==> config.mk <==
export PLATFORM = sky130hd
export DESIGN_NAME = ssg_scan
export DESIGN_NICKNAME = d
export VERILOG_FILES = /design/src/rtl/ssg_scan.sv
export SDC_FILE = /design/constraint.sdc
export NUM_CORES = 1
export LEC_CHECK = 0
export CAP_MARGIN = 10
export CORE_AREA = 2 2 79 81
export DETAILED_ROUTE_END_ITERATION = 8
export DIE_AREA = 0 0 81 83
export GPL_TIMING_DRIVEN = 1
export PLACE_DENSITY = 0.79
export SLEW_MARGIN = 20
export SYNTH_ARGS = -nofsm -noshare
export SYNTH_HDL_FRONTEND = slang
export SYNTH_SLANG_ARGS = --single-unit
==> constraint.sdc <==
create_clock -name mclk -period 2.55 [get_ports mclk]
set_input_delay 0.51 -clock mclk [delete_from_list [all_inputs] [get_ports mclk]]
set_output_delay 0.51 -clock mclk [all_outputs]
set_load 0.02 [all_outputs]
==> src/rtl/ssg_scan.sv <==
// Four-digit multiplexed seven-segment driver: shadows a hex value on load and
// scans one active-low digit per REFRESH_DIV cycles, updating only at slot boundaries.
module ssg_scan #(
    parameter int unsigned REFRESH_DIV = 50000
) (
    input  logic        mclk,
    input  logic        rst,
    input  logic        load,
    input  logic [15:0] value,
    input  logic [3:0]  dp,
    input  logic [3:0]  blank,
    input  logic        lz_blank,
    output logic [3:0]  an,
    output logic [7:0]  ssg,
    output logic        frame
);

    localparam int unsigned   CW      = $clog2(REFRESH_DIV);
    localparam logic [CW-1:0] CNT_MAX = CW'(REFRESH_DIV - 1);

    logic [CW-1:0] cnt_q, cnt_d;
    logic [1:0]    idx_q, idx_d;
    logic [15:0]   sh_value_q, sh_value_d;
    logic [3:0]    sh_dp_q, sh_dp_d;
    logic [3:0]    sh_blank_q, sh_blank_d;
    logic          sh_lz_q, sh_lz_d;
    logic [3:0]    an_q, an_d;
    logic [7:0]    ssg_q, ssg_d;
    logic          frame_q, frame_d;

    logic          tick;
    logic [3:0]    nib;
    logic [3:0]    lz_mask;
    logic          dark;

    function automatic logic [6:0] hex_seg(input logic [3:0] n);
        case (n)
            4'h0: hex_seg = 7'h3F;
            4'h1: hex_seg = 7'h06;
            4'h2: hex_seg = 7'h5B;
            4'h3: hex_seg = 7'h4F;
            4'h4: hex_seg = 7'h66;
            4'h5: hex_seg = 7'h6D;
            4'h6: hex_seg = 7'h7D;
            4'h7: hex_seg = 7'h07;
            4'h8: hex_seg = 7'h7F;
            4'h9: hex_seg = 7'h6F;
            4'hA: hex_seg = 7'h77;
            4'hB: hex_seg = 7'h7C;
            4'hC: hex_seg = 7'h39;
            4'hD: hex_seg = 7'h5E;
            4'hE: hex_seg = 7'h79;
            default: hex_seg = 7'h71;
        endcase
    endfunction

    always_comb begin
        tick  = (cnt_q == CNT_MAX);
        cnt_d = tick ? '0 : cnt_q + 1'b1;
        idx_d = tick ? idx_q + 2'd1 : idx_q;

        sh_value_d = load ? value    : sh_value_q;
        sh_dp_d    = load ? dp       : sh_dp_q;
        sh_blank_d = load ? blank    : sh_blank_q;
        sh_lz_d    = load ? lz_blank : sh_lz_q;

        // lz_mask[k] set when nibbles 3..k are all zero; digit 0 is never suppressed
        lz_mask[3] = (sh_value_q[15:12] == 4'h0);
        lz_mask[2] = lz_mask[3] & (sh_value_q[11:8] == 4'h0);
        lz_mask[1] = lz_mask[2] & (sh_value_q[7:4] == 4'h0);
        lz_mask[0] = 1'b0;

        nib  = sh_value_q[{idx_d, 2'b00} +: 4];
        dark = sh_blank_q[idx_d] | (sh_lz_q & lz_mask[idx_d]);

        an_d    = an_q;
        ssg_d   = ssg_q;
        frame_d = 1'b0;
        if (tick) begin
            frame_d = (idx_q == 2'd3);
            if (dark) begin
                an_d  = '1;
                ssg_d = '1;
            end else begin
                an_d  = ~(4'b0001 << idx_d);
                ssg_d = {~sh_dp_q[idx_d], ~hex_seg(nib)};
            end
        end
    end

    always_ff @(posedge mclk) begin
        if (rst) begin
            cnt_q      <= '0;
            idx_q      <= 2'd3;
            sh_value_q <= '0;
            sh_dp_q    <= '0;
            sh_blank_q <= '0;
            sh_lz_q    <= 1'b0;
            an_q       <= '1;
            ssg_q      <= '1;
            frame_q    <= 1'b0;
        end else begin
            cnt_q      <= cnt_d;
            idx_q      <= idx_d;
            sh_value_q <= sh_value_d;
            sh_dp_q    <= sh_dp_d;
            sh_blank_q <= sh_blank_d;
            sh_lz_q    <= sh_lz_d;
            an_q       <= an_d;
            ssg_q      <= ssg_d;
            frame_q    <= frame_d;
        end
    end

    assign an    = an_q;
    assign ssg   = ssg_q;
    assign frame = frame_q;

endmodule

# Yosys cells after proc, flatten, opt, wreduce, memory -nomap -nowiden
# Memory sizes are Yosys's and may differ from the RTL's.
# Cells that the tools add are included.
# op_classes
shifts	2
n_addsub	2
bitwise_logic	8
eq_ne	2
order_cmp	1
mux	11
n_reduce_logical	5
# ops
operator	n
$add A16 B1 Y16 const B	1
$eq A16 B16 Y1 const B	1
$shiftx A16 B5 Y4	1
$mux W7	2
$logic_not A4 Y1	3
$mux W8	1
$not A7 Y7	1
$bmux W1 S2	3
$mux W4	1
$not A4 Y4	1
$reduce_or A2 Y1	2
$shl A1 B2 Y4 const A	1
$and A1 B1 Y1	3
$lt A2 B3 Y1 const B	1
$mux W1	3
$add A2 B1 Y2 const B	1
$eq A2 B2 Y1 const B	1
$mux W2	1
$not A1 Y1	2
$or A1 B1 Y1	1
# totals
mem_bits_ro	112
ff_bits	56
n_memories	1
out_inout_bits	13
# memory_table
name	depth	word_bits	read_ports	rd_ports_with_merged_regs	wr	line	rtl
(name not given)	16	7	1	0	0	37	case (n)

# Depth between registers and ports, before layout
# Gate-level depths: netlist of run 1.
# logic_depth
ltp_word	11
depth_mapped	14

# Worst setup path before layout of run 1
# Ideal clock, no wire load.
# synth_path
path_kind	reg-to-reg
start	register cnt_q[0]
end	register ssg_q[0] (netlist: ssg[0])
setup_time_ns	0.124
slack_ns	-0.094
t_arrival_ns	2.519
path_stages_with_launch	13
cell_sequence	dfxtp_1 -> ha_1 -> and3_1 -> and4_1 -> buf_6 -> buf_12 -> buf_6 -> mux2i_1 -> nand4_1 -> ha_1 -> or3_1 -> o311ai_1 -> a21oi_1
# synth_between
elab_chain_len	8
word_cells_on_any_way	14
# synth_lines
element	line	rtl
start, declared	21	logic [CW-1:0] cnt_q, cnt_d;
start signal, assigned	103	cnt_q <= cnt_d;
$eq A16 B16 Y1 (*)	58	tick = (cnt_q == CNT_MAX);
$mux W2	60	idx_d = tick ? idx_q + 2'd1 : idx_q;
$shiftx A16 B5 Y4	73	nib = sh_value_q[{idx_d, 2'b00} +: 4];
$mem_v2 Z16 W7	--	
$mux W7	81	if (dark) begin
$mux W7	79	if (tick) begin
$not A7 Y7	86	ssg_d = {~sh_dp_q[idx_d], ~hex_seg(nib)};
$mux W8	81	
end signal, assigned	110	ssg_q <= ssg_d;
end, declared	28	logic [7:0] ssg_q, ssg_d;
# Every way passes the cells marked *; elsewhere a longest branch is shown, timed or not. The select of a mux whose other input is x is not followed.
# A chain may end at the register's enable or synchronous reset.

# Worst setup path after layout of run 1
# layout_path
start	register cnt_q[0]
end	register ssg_q[4] (netlist: ssg[4])
# Same word-level chain as after synthesis.

==> results.sh, run 1 <==
export IMPL_max_stage_delay_ns=0.37
export IMPL_synthCells=320
export IMPL_vias=2309
export IMPL_layout_cells_non_filler=448
export IMPL_worstHoldStart="cnt_q[0]$_SDFF_PP0_"
export IMPL_max_clock_path_buffers=2
export IMPL_cts_tree="done"
export IMPL_fill_cells=505
export IMPL_drc=0
export IMPL_min_period_over_period_pct=96.8
export IMPL_yosys_warnings=0
export IMPL_whs_ns=0.444
export IMPL_hold_path_depth=1
export IMPL_r2r_setup_slack_ns=0.08
export IMPL_cp_data_arrival_time_ns=2.71
export IMPL_hpwl_um=4150
export IMPL_grt_pass1_vias=2022
export IMPL_min_to="cnt_q[0]$_SDFF_PP0_"
export IMPL_yosys_area_top_type_share_pct=40.4
export IMPL_regToRegStartpoint="cnt_q[0]$_SDFF_PP0_"
export IMPL_outcome="complete, no violations"
export IMPL_die_w_um=81
export IMPL_power_total_mw=1.61
export IMPL_r2r_cells=11
export IMPL_timing_final_ws_setup_ns=0.0824
export IMPL_initial_core_util_pct=47.7
export IMPL_dp_cells=433
export IMPL_grt_ovfl_total=0
export IMPL_drtIter0Drc=77
export IMPL_ant_nets=0
export IMPL_fp_dieH_um=83
export IMPL_slew_violations=0
export IMPL_synthFlopType="dfxtp_1"
export IMPL_path_cells="ha_4 > and3_4 > and4_4 > clkbuf_16 > mux2i_1 > nand4_1 > buf_6 > buf_4 > ha_2 > a211o_1 > a31oi_1"
export IMPL_setup_worst_path_end_class="flip-flop"
export IMPL_crit_slowest_cell="dfxtp_4"
export IMPL_root_buffer="clkbuf_8"
export IMPL_critical_path_top_delay_family="simple AND/OR/NAND/NOR gates"
export IMPL_drv_cap=0
export IMPL_setup_violations=0
export IMPL_rows=28
export IMPL_slew_headroom_pct=66.1
export IMPL_synthTopCellsByCount="nor2_1, dfxtp_1, mux2i_1"
export IMPL_nets=407
export IMPL_diodes=0
export IMPL_ir_drop_mv=0.282
export IMPL_syn_area_um2=2770
export IMPL_crit_required_ns=2.79
export IMPL_routed_wl_um=5910
export IMPL_fin_skew_ns=0.00958
export IMPL_tns_ns=0
export IMPL_grt_pass1_wl_um=9360
export IMPL_synth_fp_nets=355
export IMPL_wl_per_cell_um=13.2
export IMPL_yosysTopAreaCell="dfxtp_1"
export IMPL_period_needed_ns=2.47
export IMPL_cts_sinks=56
export IMPL_async_flop_share_pct=0
export IMPL_synth_edf_count=0
export IMPL_crit_type="flip-flop to flip-flop"
export IMPL_seq_area_frac_synth_pct=40.4
export IMPL_synth_seq_cells=56
export IMPL_syn2layout_area_growth_pct=28.2
export IMPL_via_per_inst=5.15
export IMPL_htree_levels=2
export IMPL_grt_max_degree=29
export IMPL_worst_pin_slew_ns=0.508
export IMPL_gp_congestion=0.872
export IMPL_power_density_nw_per_um2=453
export IMPL_rsz0062_at_grt="false"
export IMPL_yosys_top_cells_area="dfxtp_1, mux2i_1, nor2_1"
export IMPL_synth_avg_cell_area_um2=8.67
export IMPL_max_clock_freq_mhz=405
export IMPL_io_buffer_count=40
export IMPL_path_clk_slew_ns=0.10
export IMPL_hold_viol=0
export IMPL_cp_max_fo=5
export IMPL_core_area_um2=5820
export IMPL_cp_start_kind="flip-flop"
export IMPL_die_area_um2=6720
export IMPL_path_buf_inv=3
export IMPL_place_ws_ns=0.00107
export IMPL_ys_types=40
export IMPL_clk_latency_ns=0.31
export IMPL_antenna_found_initial=0
export IMPL_multi_input_area_um2=1580
export IMPL_p_leak_nw=1.44
export IMPL_yosysMostFrequentCell="nor2_1"
export IMPL_r2r_end="ssg[4]$_SDFFE_PP1N_"
export IMPL_final_layout_size_suffix_gt1_share_pct=13.4
export IMPL_hold_class="flip-flop to flip-flop"
export IMPL_ios=41
export IMPL_cts_buffers=5
export IMPL_seq_area_um2=1130
export IMPL_globalRouteTotalUtil_pct=17.5
export IMPL_hold_buffers=0
export IMPL_firstDrtPassIters=4
-- worst max-delay path by stage --
| stage | startpoint | endpoint | slack (ns) | cells past startpoint |
|---|---|---|---|---|
| after floorplan | cnt_q[1]$_SDFF_PP0_ | ssg[0]$_SDFFE_PP1N_ | 0.004 | 12 |
| after global placement | cnt_q[14]$_SDFF_PP0_ | ssg[0]$_SDFFE_PP1N_ | -0.005 | 9 |
| after detailed placement | cnt_q[1]$_SDFF_PP0_ | ssg[0]$_SDFFE_PP1N_ | 0.001 | 10 |
| after CTS | cnt_q[1]$_SDFF_PP0_ | ssg[0]$_SDFFE_PP1N_ | 0.04 | 10 |
| after global routing | cnt_q[0]$_SDFF_PP0_ | ssg[4]$_SDFFE_PP1N_ | 0.007 | 11 |
| final | cnt_q[0]$_SDFF_PP0_ | ssg[4]$_SDFFE_PP1N_ | 0.08 | 11 |
-- per-stage QoR --
step / area [um^2] / util, %
3_3_place_gp: 3320 / 57.0
2_1_floorplan: 2800 / -
6_report: 3560 / 61.1
3_5_place_dp: 3320 / 57.0
4_1_cts: 3420 / 58.7
5_1_grt: 3560 / 61.1
-- cells by family after synthesis --
family                   count (synthesis)  share of synthesized area (%)
adder cells (fa/ha/maj)                  7                           3.16
flip-flops                              56                           40.4
buffers and inverters                   26                           5.10
AND/OR/NAND/NOR                        151                           24.7
multiplexers                            45                           17.1
AO/OA/AOI/OAI                           20                           4.74
XOR/XNOR                                15                           4.74
-- flip-flops by register name, summed over array words and instances (netlist names) --
register	count
an	4
sh_lz_q	1
frame	1
idx_q	2
cnt_q	16
ssg	8
sh_blank_q	4
sh_dp_q	4
sh_value_q	16
-- layout make-up --
type,instances,area share (%)
Multi-Input combinational cell,238,44.5
Sequential cell,56,31.7
Timing Repair Buffer,64,17.9
Tap cell,75,2.64
Clock buffer,6,2.32
Inverter,7,0.739
Clock inverter,2,0.281
-- metal layers --
layer | track usage, % | part of all wire (%) | vias up
met1 | 24.5 | 48 | 1065
li1 | - | - | 1195
met4 | 6.32 | 1.5 | 0
met5 | 0 | 0 | -
met3 | 3.48 | 3.3 | 7
met2 | 26.6 | 47 | 42
-- layout by cell type, fill, tap and decap left out, drive strengths merged, types with 2 or more instances in the layout --
cell / n
nand3b: 2
a31oi: 6
mux2i: 43
and3: 4
clkbuf: 8
or4: 2
nand2: 17
buf: 22
ha: 7
nand4: 4
nor3: 13
clkdlybuf4s50: 40
nand2b: 7
clkinv: 2
dfxtp: 56
mux4: 2
inv: 7
nand3: 8
a21oi: 5
nor2: 84
xnor2: 8
nor4bb: 2
and4: 2
xor2: 7
-- report_power, final --
part / internal, mW / switching (mW) / total [mW]
clock: 0.218 / 0.284 / 0.502
sequential: 0.902 / 0.0241 / 0.926
combinational: 0.104 / 0.0779 / 0.182
total: 1.22 / 0.386 / 1.61
-- repair_timing --
action,4_1_cts,5_1_grt
setup buffers,0,5
gates cloned,0,2
endpoints found under the setup margin,1,6
pin swaps,0,9
resized for setup,1,14
No activity file was read; power rests on OpenSTA's default activity.
==> inputs of run 2 (changes only) <==
--- a/config.mk
+++ b/config.mk
@@ -6,9 +6,9 @@
 export NUM_CORES = 1
 export LEC_CHECK = 0
 export CAP_MARGIN = 10
-export CORE_AREA = 2 2 79 81
+export CORE_AREA = 10 10 87 89
 export DETAILED_ROUTE_END_ITERATION = 8
-export DIE_AREA = 0 0 81 83
+export DIE_AREA = 0 0 97 99
 export GPL_TIMING_DRIVEN = 1
 export PLACE_DENSITY = 0.79
 export SLEW_MARGIN = 20
==> run 2 against run 1 <==
Against the previous run: via count is 0.30% higher; clock power grew 13%; hold slack gained 0.0026 ns.
==> results.sh, run 2 (synthesis gave the netlist of run 1 again) <==
export IMPL_firstDrtPassIters=4
export IMPL_crit_type="flip-flop to flip-flop"
export IMPL_nets=403
export IMPL_hold_class="flip-flop to flip-flop"
export IMPL_cts_sinks=56
export IMPL_gp_congestion=0.906
export IMPL_tns_ns=0
export IMPL_die_area_um2=9600
export IMPL_min_period_over_period_pct=95.8
export IMPL_final_layout_size_suffix_gt1_share_pct=10.6
export IMPL_wl_per_cell_um=13.6
export IMPL_slew_headroom_pct=64.5
export IMPL_antenna_found_initial=0
export IMPL_cts_buffers=5
export IMPL_drv_cap=0
export IMPL_max_clock_freq_mhz=409
export IMPL_vias=2316
export IMPL_globalRouteTotalUtil_pct=11.9
export IMPL_grt_ovfl_total=0
export IMPL_period_needed_ns=2.44
export IMPL_grt_pass1_wl_um=10000
export IMPL_fin_skew_ns=0.0101
export IMPL_hold_viol=0
export IMPL_fp_dieH_um=99
export IMPL_place_area_um2=3320
export IMPL_layout_cells_non_filler=444
export IMPL_grt_max_degree=29
export IMPL_design_area_um2=3490
export IMPL_max_stage_delay_ns=0.37
export IMPL_syn2layout_area_growth_pct=25.7
export IMPL_path_cells="ha_4 > and3_4 > and4_4 > buf_12 > mux2i_1 > nand4_1 > buf_6 > ha_1 > mux2i_1 > o22ai_1 > a21oi_1"
export IMPL_crit_slowest_cell="dfxtp_2"
export IMPL_rows=28
export IMPL_core_area_um2=5850
export IMPL_cts_tree="done"
export IMPL_power_total_mw=1.66
export IMPL_clk_latency_ns=0.31
export IMPL_root_buffer="clkbuf_8"
export IMPL_drc=0
export IMPL_cp_data_arrival_time_ns=2.68
export IMPL_slew_violations=0
export IMPL_routed_wl_um=6030
export IMPL_final_common_cell="nor2_1"
export IMPL_path_common_cell="mux2i_1"
export IMPL_initial_core_util_pct=47.4
export IMPL_via_per_inst=5.22
export IMPL_hpwl_um=4540
export IMPL_p_leak_nw=1.41
export IMPL_max_clock_path_buffers=2
export IMPL_dp_cells=434
export IMPL_path_clk_slew_ns=0.09
export IMPL_power_density_nw_per_um2=477
export IMPL_diodes=0
export IMPL_die_w_um=97
export IMPL_mostFrequentLayoutCells="nor2_1, dfxtp_1, mux2i_1"
export IMPL_ir_drop_mv=0.322
export IMPL_setup_violations=0
export IMPL_cp_start_kind="flip-flop"
export IMPL_crit_required_ns=2.78
export IMPL_grt_pass1_vias=2228
export IMPL_hold_buffers=0
export IMPL_setup_worst_path_end_class="flip-flop"
export IMPL_ios=41
export IMPL_drtIter0Drc=124
export IMPL_htree_levels=2
export IMPL_io_buffer_count=40
export IMPL_outcome="complete, no violations"
export IMPL_worst_pin_slew_ns=0.532
export IMPL_cp_max_fo=11
export IMPL_ant_nets=0
run 2: changes by cell type in the layout (fill, tap and decap cells not counted), moves of 2 or more:
| cell | delta |
|---|---|
| buf_4 | -2 |
| dfxtp_1 | -2 |
| dfxtp_2 | +3 |
| ha_1 | +3 |
| ha_2 | -2 |
run 2: metal layers:
metal  vias up  wire [um]  global-route usage, %
met1      1062       2890                   14.8
met5         -          0                      0
met4         0         59                   2.95
met2        61       2690                   19.3
li1       1185          -                      -
met3         8        391                   3.91
run 2: what timing repair did:
action                                  CTS  global route
gates cloned                              0             1
setup buffers                             1             0
endpoints found under the setup margin    1             7
pin swaps                                 1             4
resized for setup                         0             6
run 2: worst max-delay path, delay by kind of cell (launching register included):
| kind | cells | cell delay, ns |
|---|---|---|
| AND/OR/NAND/NOR | 3 | 0.64 |
| adder cells (fa/ha/maj) | 2 | 0.44 |
| flip-flops | 1 | 0.37 |
| multiplexers | 2 | 0.34 |
| buffers and inverters | 2 | 0.34 |
| AO/OA/AOI/OAI | 2 | 0.24 |
run 2: area by class of cell:
type | count | area, um^2
fillers | 519 | 2360
multi-input cells | 238 | 1550
flip-flops and latches | 56 | 1130
repair buffers | 60 | 584
well taps | 75 | 93.8
clock buffers | 6 | 72.6
clock inverters | 2 | 35.0
inverters | 7 | 26.3
run 2: stage by stage:
stage	hold slack (ns)	util [%]	setup WS [ns]
global route	0.467	59.6	-0.0265
floorplan	0.416	-	0.00367
finish	0.446	59.6	0.107
global placement	0.422	56.8	0.0765
detailed placement	0.438	56.8	-0.0229
CTS	0.451	58.8	0.0301
run 2: final timing paths:
kind | slack [ns] | start | depth (start not counted) | to
worst max-delay path | 0.11 | cnt_q[0]$_SDFF_PP0_ | 11 | ssg[3]$_SDFFE_PP1N_
worst min-delay path | 0.45 | cnt_q[0]$_SDFF_PP0_ | 1 | cnt_q[0]$_SDFF_PP0_
worst max register to register | 0.11 | cnt_q[0]$_SDFF_PP0_ | 11 | ssg[3]$_SDFFE_PP1N_
worst min register to register | 0.45 | cnt_q[0]$_SDFF_PP0_ | 1 | cnt_q[0]$_SDFF_PP0_
run 2: power by group:
| part | leakage (nW) | total, mW | internal [mW] | switching (mW) |
|---|---|---|---|---|
| sequential | 0.459 | 0.926 | 0.902 | 0.0238 |
| combinational | 0.892 | 0.171 | 0.0965 | 0.0742 |
| clock | 0.0552 | 0.566 | 0.292 | 0.274 |
==> inputs of run 3 (changes only) <==
--- a/config.mk
+++ b/config.mk
@@ -6,11 +6,11 @@
 export NUM_CORES = 1
 export LEC_CHECK = 0
 export CAP_MARGIN = 10
-export CORE_AREA = 10 10 87 89
+export CORE_AREA = 10 10 81 83
 export DETAILED_ROUTE_END_ITERATION = 8
-export DIE_AREA = 0 0 97 99
+export DIE_AREA = 0 0 91 93
 export GPL_TIMING_DRIVEN = 1
-export PLACE_DENSITY = 0.79
+export PLACE_DENSITY = 0.82
 export SLEW_MARGIN = 20
 export SYNTH_ARGS = -nofsm -noshare
 export SYNTH_HDL_FRONTEND = slang
==> constraint.sdc (replaced) <==
create_clock -name mclk -period 2.95 [get_ports mclk]
set_input_delay 0.59 -clock mclk [delete_from_list [all_inputs] [get_ports mclk]]
set_output_delay 0.59 -clock mclk [all_outputs]
set_load 0.02 [all_outputs]
==> run 3 against run 2 <==
Against the previous run: flip-flop and latch count unchanged; fmax fell by 7.0%; clock skew fell by 0.0024 ns; sequential power down 14%; total power is 17% lower; highest routed layer unchanged; die area down 12%; critical endpoint unchanged; final cell count fell by 3.8%; cell area is 5.2% lower; clock-buffer cell count is the same; critical path type unchanged; largest cell class unchanged; wire length is 5.6% lower; register-to-register slack better by 0.22 ns.
==> results.sh, run 3 (synthesis gave the netlist of run 1 again) <==
export IMPL_die_w_um=91
export IMPL_hold_viol=0
export IMPL_max_clock_path_buffers=2
export IMPL_post_cts_resized=0
export IMPL_rsz0062_at_grt="false"
export IMPL_crit_slowest_cell="dfxtp_1"
export IMPL_power_total_mw=1.37
export IMPL_htree_levels=2
export IMPL_cp_start_kind="flip-flop"
export IMPL_max_clock_freq_mhz=381
export IMPL_path_cells="ha_1 > and3_1 > and4_1 > buf_4 > mux2i_1 > nand4_1 > buf_4 > inv_1 > ha_1 > inv_1 > mux2i_1 > o22ai_1 > a21oi_1"
export IMPL_core_area_um2=5010
export IMPL_multi_input_area_um2=1510
export IMPL_setup_violations=0
export IMPL_routed_wl_um=5700
export IMPL_grt_pass1_wl_um=10000
export IMPL_vias=2257
export IMPL_p_leak_nw=1.33
export IMPL_rows=26
export IMPL_setup_worst_path_end_class="flip-flop"
export IMPL_clk_latency_ns=0.31
export IMPL_grt_pass1_vias=2196
export IMPL_drv_cap=0
export IMPL_crit_type="flip-flop to flip-flop"
export IMPL_root_buffer="clkbuf_8"
export IMPL_cts_sinks=56
export IMPL_fp_dieH_um=93
export IMPL_firstDrtPassIters=4
export IMPL_cts_buffers=5
export IMPL_critical_path_top_delay_family="buffers and inverters"
export IMPL_initial_core_util_pct=55.4
export IMPL_fill_cells=432
export IMPL_io_buffer_count=40
export IMPL_power_density_nw_per_um2=415
export IMPL_tns_ns=0
export IMPL_design_area_um2=3310
export IMPL_ir_drop_mv=0.248
export IMPL_path_clk_slew_ns=0.09
export IMPL_grt_ovfl_total=0
export IMPL_r2r_setup_slack_ns=0.32
export IMPL_place_area_um2=3210
export IMPL_die_area_um2=8460
export IMPL_gp_congestion=0.847
export IMPL_final_common_cell="nor2_1"
export IMPL_min_period_over_period_pct=89.0
export IMPL_mostFrequentLayoutCells="nor2_1, dfxtp_1, mux2i_1"
export IMPL_hold_buffers=0
export IMPL_cp_max_fo=22
export IMPL_period_needed_ns=2.63
export IMPL_outcome="complete, no violations"
export IMPL_drc=0
export IMPL_grt_max_degree=29
export IMPL_seq_area_um2=1120
export IMPL_max_stage_delay_ns=0.36
export IMPL_diodes=0
export IMPL_place_ws_ns=0.384
export IMPL_ant_nets=0
export IMPL_syn2layout_area_growth_pct=19.2
export IMPL_drtIter0Drc=113
export IMPL_ios=41
export IMPL_wl_per_cell_um=13.3
export IMPL_antenna_found_initial=0
export IMPL_nets=392
export IMPL_crit_required_ns=3.19
export IMPL_cp_data_arrival_time_ns=2.87
export IMPL_fin_skew_ns=0.00762
export IMPL_globalRouteTotalUtil_pct=13.7
export IMPL_timing_final_ws_setup_ns=0.323
export IMPL_final_layout_size_suffix_gt1_share_pct=5.32
export IMPL_hold_class="flip-flop to flip-flop"
export IMPL_via_per_inst=5.29
export IMPL_hpwl_um=4290
export IMPL_slew_violations=0
export IMPL_worst_pin_slew_ns=0.495
export IMPL_path_buf_inv=4
export IMPL_post_cts_repair_setup_buffers=0
export IMPL_slew_headroom_pct=67.0
export IMPL_cts_tree="done"
==> run 3: worst paths after layout <==
| check | depth (start not counted) | startpoint | endpoint |
|---|---|---|---|
| setup reg to reg | 13 | cnt_q[0]$_SDFF_PP0_ | ssg[3]$_SDFFE_PP1N_ |
| setup / recovery | 13 | cnt_q[0]$_SDFF_PP0_ | ssg[3]$_SDFFE_PP1N_ |
| hold reg to reg | 1 | cnt_q[0]$_SDFF_PP0_ | cnt_q[0]$_SDFF_PP0_ |
| hold / removal | 1 | cnt_q[0]$_SDFF_PP0_ | cnt_q[0]$_SDFF_PP0_ |
==> run 3: through the flow <==
step / instances / hold slack [ns] / util (%)
2_1_floorplan: 320 / 0.413 / -
3_3_place_gp: 420 / 0.422 / 64.2
3_5_place_dp: 420 / 0.444 / 64.2
4_1_cts: 427 / 0.458 / 66.0
5_1_grt: 427 / 0.486 / 66.0
6_report: 427 / 0.454 / 66.0
==> run 3: where the power goes <==
group          total (mW)  internal, mW  switching, mW
logic               0.143        0.0795         0.0632
clock network       0.431         0.188          0.243
registers           0.799         0.779         0.0198
==> run 3: cell type report <==
| class | count | area share, % |
|---|---|---|
| clock buffers | 6 | 2.50 |
| clock inverters | 1 | 0.265 |
| inverters | 7 | 0.795 |
| multi-input cells | 238 | 45.7 |
| flip-flops and latches | 56 | 33.9 |
| well taps | 70 | 2.65 |
| repair buffers | 49 | 14.2 |
==> run 3: per-layer routing <==
layer | wire, um | global-route usage, %
met5 | 0 | 0
met4 | 21 | 3.00
met3 | 364 | 4.24
met2 | 2630 | 22.4
met1 | 2680 | 17.4
